[src/rtl/adsr_envelope_gen_if.sv]
// ---------------------------------------------------------------------------
// adsr_envelope_gen_if
// Bundles the control inputs and envelope outputs of adsr_envelope_gen.
//   sample_en      : one-clk strobe, envelope advances only when high
//   gate           : note gate, high = key held
//   attack_rate    : accumulator step per sample in ATTACK
//   decay_rate     : accumulator step per sample in DECAY
//   release_rate   : accumulator step per sample in RELEASE
//   sustain_level  : sustain amplitude
//   amplitude      : upper AMP_BITS of the accumulator (registered)
//   state          : IDLE=0, ATTACK=1, DECAY=2, SUSTAIN=3, RELEASE=4
//   active         : high whenever state != IDLE
// Modports: master drives the controls (testbench / sequencer),
//           slave is the envelope generator.
// ---------------------------------------------------------------------------
interface adsr_envelope_gen_if #(
  parameter int AMP_BITS  = 8,
  parameter int RATE_BITS = 16
);
  logic                 sample_en;
  logic                 gate;
  logic [RATE_BITS-1:0] attack_rate;
  logic [RATE_BITS-1:0] decay_rate;
  logic [RATE_BITS-1:0] release_rate;
  logic [AMP_BITS-1:0]  sustain_level;
  logic [AMP_BITS-1:0]  amplitude;
  logic [2:0]           state;
  logic                 active;

  modport master (
    output sample_en, gate, attack_rate, decay_rate, release_rate, sustain_level,
    input  amplitude, state, active
  );

  modport slave (
    input  sample_en, gate, attack_rate, decay_rate, release_rate, sustain_level,
    output amplitude, state, active
  );
endinterface

[src/rtl/adsr_envelope_gen.sv]
// ---------------------------------------------------------------------------
// adsr_envelope_gen
// Linear ADSR envelope generator driven by a sample strobe. An ACC_BITS wide
// accumulator ramps up in ATTACK, down to the sustain level in DECAY, holds in
// SUSTAIN and ramps to zero in RELEASE. The upper AMP_BITS are the amplitude.
// Ports:
//   clk    : design clock, all state on rising edge
//   rst_n  : asynchronous active-low reset
//   bus    : adsr_envelope_gen_if.slave (controls in, envelope out)
// Parameters:
//   AMP_BITS     : amplitude width
//   FRAC_BITS    : fractional accumulator bits below the amplitude (>= 1)
//   RATE_BITS    : rate input width, must be <= AMP_BITS+FRAC_BITS
//   RETRIG_RESET : 1 = gate rise restarts attack from 0, 0 = legato
// ---------------------------------------------------------------------------
module adsr_envelope_gen #(
  parameter int AMP_BITS     = 8,
  parameter int FRAC_BITS    = 8,
  parameter int RATE_BITS    = 16,
  parameter bit RETRIG_RESET = 1'b1
) (
  input  logic                 clk,
  input  logic                 rst_n,
  adsr_envelope_gen_if.slave   bus
);

  localparam int ACC_BITS = AMP_BITS + FRAC_BITS;
  localparam int PAD_BITS = ACC_BITS + 1 - RATE_BITS;

  typedef enum logic [2:0] {
    ST_IDLE    = 3'd0,
    ST_ATTACK  = 3'd1,
    ST_DECAY   = 3'd2,
    ST_SUSTAIN = 3'd3,
    ST_RELEASE = 3'd4
  } state_t;

  logic [ACC_BITS-1:0] r_acc;
  state_t              r_state;
  logic                r_prev_gate;
  logic                r_active;
  // Cleared by reset, set once gate has been seen low. Keeps a gate that is
  // already high when reset is released from counting as a fresh note.
  logic                r_armed;

  logic [ACC_BITS-1:0] w_acc_next;
  state_t              w_state_next;
  logic                w_rise;
  logic [ACC_BITS:0]   w_att_sum;
  logic [ACC_BITS:0]   w_dec_diff;
  logic [ACC_BITS:0]   w_rel_diff;
  logic [ACC_BITS-1:0] w_sus_acc;
  logic                w_att_done;
  logic                w_dec_done;
  logic                w_rel_done;

  // One extra MSB on every operation exposes carry (attack) and borrow
  // (decay/release) so no wrapped value can ever be loaded into r_acc.
  assign w_att_sum  = {1'b0, r_acc} + {{PAD_BITS{1'b0}}, bus.attack_rate};
  assign w_dec_diff = {1'b0, r_acc} - {{PAD_BITS{1'b0}}, bus.decay_rate};
  assign w_rel_diff = {1'b0, r_acc} - {{PAD_BITS{1'b0}}, bus.release_rate};
  assign w_sus_acc  = {bus.sustain_level, {FRAC_BITS{1'b0}}};

  assign w_rise = bus.gate & ~r_prev_gate & r_armed;

  // A zero rate finishes its segment immediately rather than stalling forever.
  assign w_att_done = (bus.attack_rate == '0) | w_att_sum[ACC_BITS] |
                      (&w_att_sum[ACC_BITS-1:0]);
  // A full-scale sustain level ends decay on its first sample even when the
  // step is too small to reach below {sustain, zeros}.
  assign w_dec_done = (bus.decay_rate == '0) | w_dec_diff[ACC_BITS] |
                      (w_dec_diff[ACC_BITS-1:0] <= w_sus_acc) |
                      (&bus.sustain_level);
  assign w_rel_done = (bus.release_rate == '0) | w_rel_diff[ACC_BITS] |
                      (w_rel_diff[ACC_BITS-1:0] == '0);

  always_comb begin
    w_acc_next   = r_acc;
    w_state_next = r_state;
    if (w_rise) begin
      // A note-on wins over every other transition in the same sample.
      w_state_next = ST_ATTACK;
      if (RETRIG_RESET) begin
        w_acc_next = '0;
      end
    end else begin
      unique case (r_state)
        ST_IDLE: begin
          w_acc_next = '0;
        end
        ST_ATTACK: begin
          if (!bus.gate) begin
            w_state_next = ST_RELEASE;
          end else if (w_att_done) begin
            w_acc_next   = '1;
            w_state_next = ST_DECAY;
          end else begin
            w_acc_next = w_att_sum[ACC_BITS-1:0];
          end
        end
        ST_DECAY: begin
          if (!bus.gate) begin
            w_state_next = ST_RELEASE;
          end else if (w_dec_done) begin
            w_acc_next   = w_sus_acc;
            w_state_next = ST_SUSTAIN;
          end else begin
            w_acc_next = w_dec_diff[ACC_BITS-1:0];
          end
        end
        ST_SUSTAIN: begin
          if (!bus.gate) begin
            w_state_next = ST_RELEASE;
          end else begin
            // Follows live changes of the sustain level.
            w_acc_next = w_sus_acc;
          end
        end
        ST_RELEASE: begin
          if (w_rel_done) begin
            w_acc_next   = '0;
            w_state_next = ST_IDLE;
          end else begin
            w_acc_next = w_rel_diff[ACC_BITS-1:0];
          end
        end
        default: begin
          w_acc_next   = '0;
          w_state_next = ST_IDLE;
        end
      endcase
    end
  end

  always_ff @(posedge clk or negedge rst_n) begin
    if (!rst_n) begin
      r_acc       <= '0;
      r_state     <= ST_IDLE;
      r_prev_gate <= 1'b0;
      r_active    <= 1'b0;
      r_armed     <= 1'b0;
    end else begin
      r_armed <= r_armed | ~bus.gate;
      if (bus.sample_en) begin
        r_prev_gate <= bus.gate;
        r_acc       <= w_acc_next;
        r_state     <= w_state_next;
        r_active    <= (w_state_next != ST_IDLE);
      end
    end
  end

  assign bus.amplitude = r_acc[ACC_BITS-1 -: AMP_BITS];
  assign bus.state     = r_state;
  assign bus.active    = r_active;

endmodule

[src/flat_wrapper.sv]
// flat-port wrapper written by rule: the top's interface ports become plain ports
module adsr_envelope_gen_flat 
#(
  parameter int AMP_BITS     = 8,
  parameter int FRAC_BITS    = 8,
  parameter int RATE_BITS    = 16,
  parameter bit RETRIG_RESET = 1'b1
)
  (clk, rst_n, bus_sample_en, bus_gate, bus_attack_rate, bus_decay_rate, bus_release_rate, bus_sustain_level, bus_amplitude, bus_state, bus_active);
  adsr_envelope_gen_if #(.AMP_BITS(AMP_BITS), .RATE_BITS(RATE_BITS)) bus_i ();
  input  logic clk;
  input  logic rst_n;
  input wire logic [$bits(bus_i.sample_en)-1:0] bus_sample_en;
  input wire logic [$bits(bus_i.gate)-1:0] bus_gate;
  input wire logic [$bits(bus_i.attack_rate)-1:0] bus_attack_rate;
  input wire logic [$bits(bus_i.decay_rate)-1:0] bus_decay_rate;
  input wire logic [$bits(bus_i.release_rate)-1:0] bus_release_rate;
  input wire logic [$bits(bus_i.sustain_level)-1:0] bus_sustain_level;
  output wire logic [$bits(bus_i.amplitude)-1:0] bus_amplitude;
  output wire logic [$bits(bus_i.state)-1:0] bus_state;
  output wire logic [$bits(bus_i.active)-1:0] bus_active;
  assign bus_i.sample_en = bus_sample_en;
  assign bus_i.gate = bus_gate;
  assign bus_i.attack_rate = bus_attack_rate;
  assign bus_i.decay_rate = bus_decay_rate;
  assign bus_i.release_rate = bus_release_rate;
  assign bus_i.sustain_level = bus_sustain_level;
  assign bus_amplitude = bus_i.amplitude;
  assign bus_state = bus_i.state;
  assign bus_active = bus_i.active;
  adsr_envelope_gen #(.AMP_BITS(AMP_BITS), .FRAC_BITS(FRAC_BITS), .RATE_BITS(RATE_BITS), .RETRIG_RESET(RETRIG_RESET)) u_core (.clk(clk), .rst_n(rst_n), .bus(bus_i));
endmodule
[config.mk]
export PLATFORM = sky130hd
export DESIGN_NAME = adsr_envelope_gen_flat
export DESIGN_NICKNAME = d
export VERILOG_FILES = /design/src/rtl/adsr_envelope_gen_if.sv /design/src/rtl/adsr_envelope_gen.sv /design/src/flat_wrapper.sv
export SDC_FILE = /design/constraint.sdc
export NUM_CORES = 1
export LEC_CHECK = 0
export ABC_CLOCK_PERIOD_IN_PS = 6900
export CAP_MARGIN = 20
export CORE_AREA = 2 2 109 79
export CTS_CLUSTER_DIAMETER = 120
export DETAILED_ROUTE_END_ITERATION = 8
export DIE_AREA = 0 0 111 81
export GPL_TIMING_DRIVEN = 0
export PLACE_DENSITY = 0.83
export SYNTH_ARGS = -nofsm -noshare
export SYNTH_HDL_FRONTEND = slang
export SYNTH_SLANG_ARGS = --single-unit
[constraint.sdc]
create_clock -name clk -period 6.9 [get_ports clk]
set_clock_uncertainty 0.05 [all_clocks]
set_input_delay 1.38 -clock clk [delete_from_list [all_inputs] [get_ports clk]]
set_output_delay 1.38 -clock clk [all_outputs]
set_load 0.01 [all_outputs]
==> metrics.log <==
INFO  metric grt_usage = 33.1%
INFO  metric io-pin-count = a little over 70
INFO  metric report.final.hold_viol_count = 0
INFO  metric drt_drc_violations_left = 5
INFO  metric clk_pin_slew = roughly 0.06 ns
INFO  metric slew_headroom = a little over half
INFO  metric power_per_cell_area = about 150 nW/µm²
INFO  metric synth_area = 4360 µm²
INFO  metric multi_input_area = 3510 µm²
INFO  metric die_area = 8990 µm²
INFO  metric crit_type = in2reg
INFO  metric initial_core_utilization = 53.8%
INFO  metric num_rows = 28
INFO  metric tightestPinTransition = 0.700 ns
INFO  metric final-seq-area = ~550 µm²
INFO  metric postSynthCellCount = 578
INFO  metric max-clock-path-buffers = 2
INFO  metric postSynthNetCount = about 700
INFO  metric crit-reg2reg-launch = u_core.r_acc[0]
INFO  metric design.final.nets = 774
INFO  metric holdCritPathClass = reg2reg
INFO  metric cts_root_buf = sky130_fd_sc_hd__clkbuf_16
INFO  metric syn_to_final_growth = 23.1%
INFO  metric slew_viol_final = 0
INFO  metric synth_enable_flop_cells = 0
INFO  metric fillers = 696
INFO  metric vias = 5062
INFO  metric min_period = 6.82 ns
INFO  metric crit_path_start_kind = input port
INFO  metric area_fraction_of_the_dominant_cell_type_after_synthesis = 16.1%
INFO  metric first_pass_grt_wire_length = 23.9 mm
INFO  metric worstSetupEndpointType = flop
INFO  metric synth.yosys.seq_area_share = 12.6%
INFO  metric postSynth.topFlopCell = sky130_fd_sc_hd__dfrtp_1
INFO  metric post_drt_via_cell_ratio = around 6.7
INFO  metric final_min_period_over_clock_period = 98.9%
INFO  metric grt_start_max_net_pins = 23
INFO  metric status = complete, but fails checks
INFO  metric critical_path.max_fanout = 5
INFO  metric timing.reg2reg.setup_slack = 1.12 ns
INFO  metric max_freq = 147 MHz
INFO  metric violations_in_the_final_reports = design-rule violations
INFO  metric commonest_cells_post_synth = sky130_fd_sc_hd__ha_1 (56), sky130_fd_sc_hd__inv_1 (56), sky130_fd_sc_hd__a21oi_1 (44)
INFO  metric finalWirelength = 15.1 mm
INFO  metric cts_hold_buffers = 0
INFO  metric dieWidth = about 110 µm
INFO  metric hold_start = u_core.r_armed
INFO  metric power = 0.790 mW
INFO  metric numPortBuffers = 70
INFO  metric hold_path_depth = 1
INFO  metric dpl.hpwl = between 10 and 15 mm
INFO  metric netlist-cell-type-count = 72
INFO  metric power.leakage = 2.45 nW
INFO  metric cts_tree = built
INFO  metric number_of_diodes_added_for_antenna_fixing = 0
INFO  metric core = 8090 µm²
INFO  metric ys_warn_count = 0
INFO  metric chip_height = about 81 µm
INFO  metric critPathRequiredTime = 7.00 ns
INFO  metric setup_viol_count_final = 0
INFO  metric antenna_violations_before_repair = 0
INFO  metric holdWs = about 0.42 ns
INFO  metric wl_per_cell = 19.9 µm
INFO  metric global_route.overflow_total = 0
INFO  metric first_iter_violations = 666
INFO  metric ant_nets = 0
INFO  metric drv_cap = 0
INFO  metric ys_top_cells_by_area = sky130_fd_sc_hd__ha_1 (16%), sky130_fd_sc_hd__dfrtp_1 (13%), sky130_fd_sc_hd__a21oi_1 (5.1%), sky130_fd_sc_hd__inv_1 (4.8%), sky130_fd_sc_hd__xnor2_1 (3.6%)
INFO  metric htreeDepth = 1
INFO  metric via_count_of_the_first_global_routing_pass = around 4700
INFO  metric synth_area_leader_cell = sky130_fd_sc_hd__ha_1
INFO  metric critical_path.startpoint = bus_decay_rate[0]
INFO  metric worstRegToRegCells = 21
INFO  metric firstDrtPassIters = 9
INFO  metric insertion_delay = 0.26 ns
INFO  metric timing.critical_path.arrival = 6.92 ns
INFO  metric routability_congestion_estimate = 0.998
INFO  metric worstHoldEndpoint = u_core.r_armed
INFO  metric postSynth.asyncResetShare = 100%
INFO  metric crit-reg2reg-capture = u_core.r_acc[14]
INFO  metric tritoncts.num_buffers = 3
INFO  metric synth_area_per_cell = ~7.5 µm²
INFO  metric clock_sinks = 22
INFO  metric postSynthRegisterBits = 22
INFO  metric drive_above_1_share = 5.05%
INFO  metric vdd.ir_drop.worst = 0.0986 mV
-- layout make-up --
cell class | count | area share (%)
timing repair buffer | 72 | 13.7
buffer | 23 | 2.17
clock inverter | 1 | 0.560
multi-input combinational | 477 | 65.5
tap | 105 | 2.45
sequential | 22 | 10.3
clock buffer | 3 | 1.40
inverter | 56 | 3.92
-- worst max-delay path by stage --
stage | endpoint | cells past startpoint | slack, ns
floorplan | u_core.r_acc[1] | 20 | 1.14
global placement | u_core.r_acc[14] | 21 | -0.02
detailed placement | u_core.r_acc[14] | 21 | -0.07
CTS | u_core.r_acc[14] | 21 | 0.13
global route | u_core.r_acc[14] | 21 | -0.05
finish | u_core.r_acc[14] | 21 | 0.08
-- routing by layer --
metal  vias up  routed length [µm]  global-route usage [%]
li1       2363                   -                       -
met1      2331                6410                    45.1
met2       325                6380                    52.9
met3        43                1930                    9.18
met4         0                 391                    6.63
met5         -                   0                       0
-- worst max-delay path: stages --
cell and delay [ns]:
sky130_fd_sc_hd__clkdlybuf4s50_1 0.52, sky130_fd_sc_hd__ha_1 0.19, sky130_fd_sc_hd__inv_1 0.06, sky130_fd_sc_hd__fa_1 0.46
sky130_fd_sc_hd__a211oi_2 0.27, sky130_fd_sc_hd__o21bai_1 0.12, sky130_fd_sc_hd__a31oi_2 0.26, sky130_fd_sc_hd__o21bai_1 0.12
sky130_fd_sc_hd__a21oi_1 0.24, sky130_fd_sc_hd__o21bai_1 0.09, sky130_fd_sc_hd__a211oi_1 0.32, sky130_fd_sc_hd__nor2_1 0.14
sky130_fd_sc_hd__ha_1 0.30, sky130_fd_sc_hd__nand4_1 0.12, sky130_fd_sc_hd__or4_1 0.54, sky130_fd_sc_hd__or3_1 0.43
sky130_fd_sc_hd__nor4_2 0.20, sky130_fd_sc_hd__nor3_1 0.17, sky130_fd_sc_hd__a222oi_1 0.58, sky130_fd_sc_hd__o41ai_1 0.20
sky130_fd_sc_hd__a22o_1 0.21
-- power breakdown --
| group | switching [mW] | internal (mW) |
|---|---|---|
| clock network | 0.0530 | 0.115 |
| logic | 0.262 | 0.196 |
| registers | 0.0244 | 0.139 |
-- state kept, by name, summed over array words and instances, names as in the netlist --
register / cells
u_core.bus.active: 1
u_core.r_acc: 16
u_core.bus.state: 3
u_core.r_armed: 1
u_core.r_prev_gate: 1
-- metrics by stage --
step	cell area (µm²)	TNS, ns	setup WS [ns]	cells	utilization [%]
CTS	5290	0	0.129	757	65.4
global placement	5190	-0.0164	-0.0164	753	64.1
detailed placement	5190	-0.0876	-0.0746	753	64.1
floorplan	4360	0	1.14	578	-
finish	5360	0	0.0766	759	66.2
global route	5360	-0.0504	-0.0504	759	66.2
-- cells in the final DEF, fill, tap and decap left out, drive strengths merged, types with 6 or more instances in the layout --
master	Yosys	final
a211o	8	8
a211oi	11	11
a21o	19	19
a21oi	45	45
a22o	6	6
buf	8	10
clkbuf	15	18
clkdlybuf4s50	0	70
dfrtp	22	22
ha	56	56
inv	56	56
nand2	29	29
nand3	16	16
nand4	12	12
nor2	37	37
nor2b	11	11
nor3	11	11
nor4	20	20
o2111ai	6	6
o21a	7	7
o21ai	42	42
o21bai	9	9
or3	6	6
xnor2	18	18
xor2	11	11
-- what timing repair did --
action | 4_1_cts | 5_1_grt
buffers inserted | 0 | 1
gates resized for setup | 0 | 7
setup endpoints to repair | 0 | 18
-- cell families (layout without fill, tap and decap cells) --
| kind of cell | count (synthesis) | count (layout) | share of synthesized area (%) |
|---|---|---|---|
| muxes | 4 | 4 | 0.948 |
| adders and majority gates | 59 | 59 | 17.5 |
| and+or+nand+nor | 172 | 172 | 21.1 |
| xor gates and xnor gates | 29 | 29 | 5.83 |
| DFF | 22 | 22 | 12.6 |
| AOI/OAI and AO/OA | 213 | 213 | 34.5 |
| buffers and inverters | 79 | 155 | 7.50 |
No activity file was read; power rests on OpenSTA's default activity.
